## src/rtl/rwl_ctrl_pkg.sv

```systemverilog
// rwl_ctrl_pkg: state encodings and timer width shared by the read word-line controller.
package rwl_ctrl_pkg;
    localparam logic [2:0] ST_IDLE = 3'd0;
    localparam logic [2:0] ST_PRE = 3'd1;
    localparam logic [2:0] ST_WL = 3'd2;
    localparam logic [2:0] ST_SENSE = 3'd3;
    localparam logic [2:0] ST_DONE = 3'd4;
    localparam int CNT_W = 4;
    typedef enum logic [2:0] {
        IDLE = ST_IDLE,
        PRE = ST_PRE,
        WL = ST_WL,
        SENSE = ST_SENSE,
        DONE = ST_DONE
    } state_t;
endpackage

```

## src/rtl/rwl_decoder.sv

```systemverilog
// rwl_decoder: address to one-hot word-line decode, all-zero when not enabled.
module rwl_decoder #(
    parameter int ADDR_WIDTH = 3,
    localparam int N = 2 ** ADDR_WIDTH
) (
    input logic [ADDR_WIDTH-1:0] addr,
    input logic en,
    output logic [N-1:0] onehot
);
    always_comb onehot = en ? N'(1) << addr : '0;
endmodule

```

## src/rtl/rwl_ctrl.sv

```systemverilog
// rwl_ctrl: read sequencer driving precharge, one-hot word lines and sense strobe.
`ifndef ADDR_WIDTH
`define ADDR_WIDTH 3
`endif
module rwl_ctrl
    import rwl_ctrl_pkg::*;
#(
    parameter int ADDR_WIDTH = `ADDR_WIDTH,
    parameter int PRE_CYC = 1,
    parameter int WL_CYC = 2
) (
    input logic clk,
    input logic rst,
    input logic rd_req,
    input logic [ADDR_WIDTH-1:0] rd_addr,
    output logic [2**ADDR_WIDTH-1:0] rwl,
    output logic pre_en,
    output logic sense_en,
    output logic busy,
    output logic rd_ack
);
    localparam int N = 2 ** ADDR_WIDTH;
    state_t st, nxt;
    logic [CNT_W-1:0] cnt, cnt_n;
    logic [ADDR_WIDTH-1:0] addr_q, addr_n;
    logic [N-1:0] dec;
    always_comb begin
        nxt = st;
        cnt_n = cnt;
        addr_n = addr_q;
        case (st)
            IDLE: if (rd_req) begin
                nxt = PRE;
                addr_n = rd_addr;
                cnt_n = CNT_W'(PRE_CYC - 1);
            end
            PRE: if (cnt == '0) begin
                nxt = WL;
                cnt_n = CNT_W'(WL_CYC - 1);
            end else cnt_n = cnt - CNT_W'(1);
            WL: if (cnt == '0) begin
                nxt = SENSE;
                cnt_n = '0;
            end else cnt_n = cnt - CNT_W'(1);
            SENSE: nxt = DONE;
            DONE: nxt = IDLE;
            default: nxt = IDLE;
        endcase
    end
    // Outputs are registered from the next state so they align with the state they describe.
    rwl_decoder #(.ADDR_WIDTH(ADDR_WIDTH)) u_dec (
        .addr(addr_q),
        .en(nxt == WL),
        .onehot(dec)
    );
    always_ff @(posedge clk) begin
        if (rst) begin
            st <= IDLE;
            cnt <= '0;
            addr_q <= '0;
            rwl <= '0;
            pre_en <= 1'b0;
            sense_en <= 1'b0;
            busy <= 1'b0;
            rd_ack <= 1'b0;
        end else begin
            st <= nxt;
            cnt <= cnt_n;
            addr_q <= addr_n;
            rwl <= dec;
            pre_en <= nxt == PRE;
            sense_en <= nxt == SENSE;
            busy <= nxt != IDLE;
            rd_ack <= nxt == DONE;
        end
    end
endmodule

```

## config.mk

```make
export PLATFORM = sky130hd
export DESIGN_NAME = rwl_ctrl
export DESIGN_NICKNAME = d
export VERILOG_FILES = /design/src/rtl/rwl_ctrl_pkg.sv /design/src/rtl/rwl_decoder.sv /design/src/rtl/rwl_ctrl.sv
export SDC_FILE = /design/constraint.sdc
export NUM_CORES = 1
export LEC_CHECK = 0
export CAP_MARGIN = 20
export CORE_UTILIZATION = 54
export DETAILED_ROUTE_END_ITERATION = 16
export DONT_BUFFER_PORTS = 1
export PLACE_DENSITY = 0.72
export SLEW_MARGIN = 5
export SYNTH_ARGS = -nofsm -noshare
export SYNTH_HDL_FRONTEND = slang
export SYNTH_HIERARCHICAL = 1
export SYNTH_SLANG_ARGS = --single-unit
```

## constraint.sdc

```tcl
create_clock -name clk -period 1.5 [get_ports clk]
set_input_delay 0.3 -clock clk [delete_from_list [all_inputs] [get_ports clk]]
set_output_delay 0.3 -clock clk [all_outputs]
set_load 0.005 [all_outputs]
```

==> results.cfg, run 1 <==
[run_status]
status = finished, violations left
violations = setup timing

[cts]
cts_tree = done
cts_buffers = 3
cts.reportedPaths.clkPinSlew_ps = 110
clk_latency_ps = 310
htree_levels = 1
cts_max_path_buffers = 2
postCtsSetupRepairBufs = 0
root_buffer = clkbuf_4
cts.sinks = 22
hold_buffers = 0

[setup_path]
setup.worst_path.start_class = register
path_max_fanout = 8
crit_arrival_ps = 1790
required_ps = 1710
path_class = reg2reg
r2r_slack_ps = -70
reg2reg_from = cnt[1]
reg2regPathDepth = 7
endpoint_kind = register
r2r-end = rwl[5]

[detailed_routing]
detail-route-antenna-nets = 0
vias_per_cell = 5.83
drtIter0Drc = 11
finalWirelength_mm = 1.88
num_vias = 770
wl_per_cell_um = 14.2
first_pass_iters = 4
drc = 0

[timing]
min_period_ps = 1570
finalCritPeriodShare = 1.05
setup_slack_ps = -73.6
slew_headroom = 0.757
setup_viol_count_final = 8
final.setup_skew_ps = 2.32
rsz0062_at_grt = yes
hold_viol_final = 0
slew_violations = 0
setup_tns_ps = -342
fmax_ghz = 0.635
worst_pin_slew_ps = 364

[place]
place_area_mm2 = 0.00113
routabilityCongestion = 0.791
io_buffers = 0
hpwl_mm = 1.27

[floorplanning]
dieArea_mm2 = 0.00205
die_w_um = 45.3
die_h_um = 45.3
design.core.area_mm2 = 0.00175
ios = 18
start_util = 0.579
row_count = 15

[synth]
yosysWarnings = 6
syn_nets = 104
async_reset_ff_frac = 0
synth-edff-count = 0
yosysTopAreaCellShare = 0.436
syn_area_mm2 = 0.00101
synth_cells = 96
synth_area_leaders = dfxtp_1 (44%), nor2b_1 (5.0%), nor3_1 (3.5%)
ys_ff_latch = 22
synth_ff_type = dfxtp_1
yosys.area.top_type = dfxtp_1
ys_types = 43
seq_area_frac_synth = 0.436
synth_area_per_cell_um2 = 10.5

[global_routing]
grtUsageMet1 = 0.291
gr-usage-met3 = 0.0840
grt_pass1_vias = 747
grt_max_degree = 20
grt_overflow = 0
top_usage_layer = met2
antenna_found_initial = 0
grtUsageMet2 = 0.322
grt_usage = 0.222
grt_pass1_wl_mm = 3.26

[power]
p_int_mw = 1.50
swShare = 0.359
pwr-share-comb = 0.494
clkPwrFrac = 0.135
powerDensity_mw_per_mm2 = 1870
irDropWorstVdd_uv = 1120
p_leak_nw = 0.485
p_sw_mw = 0.839
total_power_mw = 2.34
power_frac_seq = 0.370

[final_layout]
area_delta_synth_final_pct = 23.5
drive_gt1_frac = 0.421
final_area_mm2 = 0.00125
multiInputGateArea_um2 = 611
fillerInstances = 128
fin_nets = 116
seqCellArea_um2 = 447
num_antenna_cells = 0

[hold_path]
hold_start = rst
holdPathEnd = rwl[5]
hold_class = in2reg
whs_path_depth = 1

[run]
drv_cap = 0
==> per-layer routing <==
metal	part of all wire	wire, um
met2	0.46	865
met4	0.021	40
met1	0.48	895
met5	0	0
met3	0.039	74
==> kinds of logic (layout without fill, tap and decap cells) <==
| kind of cell | count (synthesis) | count (layout) | synth area share |
|---|---|---|---|
| AOI/OAI and AO/OA | 15 | 15 | 0.110 |
| buffers and inverters | 9 | 20 | 0.0495 |
| and+or+nand+nor | 44 | 44 | 0.342 |
| muxes | 3 | 3 | 0.0297 |
| xor gates and xnor gates | 1 | 1 | 0.00866 |
| adders and majority gates | 2 | 2 | 0.0247 |
| DFF | 22 | 22 | 0.436 |
==> worst max path at each step <==
stage          startpoint      to  slack (ps)  depth (start not counted)
2_1_floorplan      cnt[0]  rwl[1]         -20                          7
3_3_place_gp       cnt[1]  rwl[1]         -10                          7
3_5_place_dp       cnt[0]  rwl[5]         -50                          7
4_1_cts            cnt[1]  rwl[5]         -40                          7
5_1_grt            cnt[1]  rwl[0]        -140                          7
6_report           cnt[1]  rwl[5]         -70                          7
==> worst max-delay path, cell delays in order, from the launching register on <==
cell and delay, ps:
dfxtp_2 340, inv_2 80, ha_4 130, or3b_4 410, nand2b_4 90, a21oi_4 70, and4b_2 210, nor2b_2 140
==> timing repair <==
item / CTS / global route
pin swaps: 1 / 6
hold endpoints to repair: 0 / 0
setup endpoints to repair: 9 / 14
gates resized for setup: 6 / 11
==> area by class of cell <==
type	count	area share
Clock buffer	4	0.0291
Multi-Input combinational cell	65	0.489
Tap cell	25	0.0251
Sequential cell	22	0.358
Inverter	4	0.0140
Timing Repair Buffer	12	0.0852
==> cells in the final DEF (no fill, tap or decap), types with 2 or more instances in the layout <==
cell / count
inv_2: 3
nor4b_2: 2
nor2b_1: 6
nor3_1: 6
a21oi_1: 3
and4b_2: 2
buf_4: 10
dfxtp_2: 2
and4bb_1: 2
clkbuf_4: 3
mux2i_1: 3
nand2_1: 2
nor2_1: 4
dfxtp_1: 19
o21ai_0: 2
==> synthesized netlist by cell type (2+ instances only) <==
cell type and number:
ha_1 2, a21oi_1 5, nor2b_1 8, dfxtp_1 22, o21ai_0 2, and4bb_1 2
nor2_1 4, inv_1 2, nand2b_1 2, nor3_1 7, mux2i_1 3, nor4b_2 2
and4b_2 2, buf_6 2, clkbuf_1 2, nand2_1 2
==> stage by stage <==
step	instances	hold slack [ps]	utilization	setup WS, ps
detailed placement	128	372	0.650	-45.5
global route	132	23.6	0.715	-135
CTS	132	28.2	0.695	-40.5
finish	132	41.7	0.715	-73.6
floorplan	96	447	-	-19.7
global placement	128	372	0.650	-10.4
==> flip-flops by register name, indices dropped and copies added (netlist names) <==
name / count
addr_q: 3
busy: 1
cnt: 4
pre_en: 1
rd_ack: 1
rwl: 8
sense_en: 1
st: 3
==> power groups by stage <==
stage                     sequential [mW]  clock, mW  combinational (mW)
after floorplan                     0.831          0               0.683
after global placement              0.859          0               0.934
after detailed placement            0.864          0               0.968
after CTS                           0.856      0.326                1.06
after global routing                0.891      0.347                1.25
final                               0.866      0.316                1.16
(Power assumes the default switching activity.)
==> inputs of run 2 (changes only) <==
--- a/config.mk
+++ b/config.mk
@@ -6,6 +6,7 @@
 export NUM_CORES = 1
 export LEC_CHECK = 0
 export CAP_MARGIN = 20
+export CORE_MARGIN = 2
 export CORE_UTILIZATION = 54
 export DETAILED_ROUTE_END_ITERATION = 16
 export DONT_BUFFER_PORTS = 1
==> run 2 against run 1 <==
Net effect:
- the run still ends with setup timing left
- non-clock buffer count grew 2
- clock skew rose by 0.61 ps
- die area grew 9.0%
- final area grew 2.1%
- combinational power about the same
- fmax increased by 1.1%
- largest power group unchanged
==> results.cfg, run 2 (synthesized netlist as in run 1, its figures left out) <==
[floorplanning]
row_count = 15
die_w_um = 47.3
die_h_um = 47.3
start_util = 0.579
ios = 18
design.core.area_mm2 = 0.00175
dieArea_mm2 = 0.00223

[detailed_routing]
drtIter0Drc = 5
wl_per_cell_um = 13.8
finalWirelength_mm = 1.85
vias_per_cell = 5.63
first_pass_iters = 2
detail-route-antenna-nets = 0
drc = 0
num_vias = 754

[final_layout]
final_cell_mix = dfxtp_1 (18), buf_4 (12), nor3_1 (6), nor2b_1 (6), nor2_1 (4)
fillerInstances = 134
layout_commonest_cell = dfxtp_1
final_cells = 134
largest_register_ffs = 8
area_delta_synth_final_pct = 26.1
top_regs = rwl: 8 flops, cnt: 4 flops
num_antenna_cells = 0
drive_gt1_frac = 0.431
largest_register = rwl
post-route-util = 0.730
fin_nets = 118

[timing]
hold_ws_ps = 30.0
setup_viol_count_final = 7
min_period_ps = 1560
fmax_ghz = 0.642
final.setup_skew_ps = 2.93
setup_tns_ps = -242
worst_pin_slew_ps = 434
slew_violations = 0
slew_headroom = 0.710
hold_viol_final = 0
setup_slack_ps = -56.7
finalCritPeriodShare = 1.04
rsz0062_at_grt = yes

[place]
routabilityCongestion = 0.829
io_buffers = 0
hpwl_mm = 1.32
place.detailed.instances = 128

[setup_path]
path_cells = inv_2 > ha_4 > or3b_4 > nand2b_4 > a21oi_4 > and4_2 > nor2b_2
critPathLaunch = cnt[1]
slowest_delay_ps = 400
r2r-end = rwl[7]
crit_family = simple AND/OR/NAND/NOR gates
required_ps = 1720
reg2reg_from = cnt[1]
endpoint_kind = register
r2r_slack_ps = -60
setup.worst_path.start_class = register
path_max_fanout = 8
crit_path_end = rwl[7]
crit_arrival_ps = 1780
cp.depth = 7
cp_num_buf_inv = 1
reg2regPathDepth = 7
crit_slowest_cell = or3b_4
path_class = reg2reg

[global_routing]
grt_overflow = 0
grt_usage = 0.194
grt_pass1_vias = 708
grt_pass1_wl_mm = 3.04
grt_max_degree = 20
antenna_found_initial = 0

[cts]
cts.reportedPaths.clkPinSlew_ps = 130
cts_buffers = 3
root_buffer = clkbuf_4
cts_tree = done
cts_max_path_buffers = 2
htree_levels = 1
cts.sinks = 22
clk_latency_ps = 310

[power]
p_leak_nw = 0.497
powerDensity_mw_per_mm2 = 1890
irDropWorstVdd_uv = 1090

[run]
drv_cap = 0

[run_status]
status = finished, violations left
violations = setup timing

[hold_path]
hold_class = in2reg
==> run 2: cell count changes in the layout (fill, tap and decap cells not counted) <==
cell,change
a211oi_1,-1
a211oi_2,+1
buf_4,+2
clkbuf_16,+1
clkbuf_8,-1
clkinv_1,+1
dfxtp_1,-1
dfxtp_2,+1
inv_2,-1
nor4_1,+1
nor4_2,-1
==> run 2: how the worst min path moves through the flow <==
| stage | cells past startpoint | end | from | slack (ps) |
|---|---|---|---|---|
| final | 1 | rwl[1] | rst | 30 |
| after global routing | 1 | st[2] | rst | 20 |
| after CTS | 1 | cnt[0] | rst | 30 |
| after detailed placement | 1 | cnt[0] | rst | 370 |
| after global placement | 1 | cnt[0] | rst | 370 |
| after floorplan | 2 | addr_q[0] | rd_addr[0] | 450 |
==> run 2: what timing repair did <==
action | CTS | global route
hold buffers | 0 | 0
endpoints found under the setup margin | 10 | 13
pin swaps | 2 | 4
gates resized for setup | 9 | 8
setup buffers | 2 | 2
==> run 2: power by group <==
| group | total [mW] | internal [mW] | switching, mW |
|---|---|---|---|
| clock network | 0.395 | 0.203 | 0.192 |
| registers | 0.867 | 0.712 | 0.156 |
| logic | 1.15 | 0.649 | 0.501 |
| total | 2.41 | 1.56 | 0.848 |
==> run 2: area by class of cell <==
cell class | count | area, um^2 | area share
clock buffers | 4 | 47.5 | 0.0373
flip-flops and latches | 22 | 448 | 0.351
multi-input cells | 65 | 609 | 0.478
repair buffers | 14 | 121 | 0.0952
well taps | 25 | 31.3 | 0.0245
inverters | 4 | 17.5 | 0.0137
==> run 2: worst reg2reg max path: stages (launching register included) <==
cell      delay (ps)
dfxtp_2          350
inv_2             70
ha_4             130
or3b_4           400
nand2b_4          90
a21oi_4           70
and4_2           210
nor2b_2          140
==> run 2: metrics by stage <==
step	instance area, um^2	worst slack, ps	total power, mW
finish	1270	-56.7	2.41
detailed placement	1130	-62.9	1.83
global route	1270	-147	2.56
floorplan	1040	-19.7	1.51
global placement	1130	-13.7	1.78
CTS	1250	-53.5	2.36
==> run 2: metal layers <==
metal,up-vias,global-route usage,wire (um)
li1,381,-,-
met1,361,0.258,901
met2,12,0.311,894
met3,0,0.0346,54
met4,0,0.0722,0
met5,-,0,0
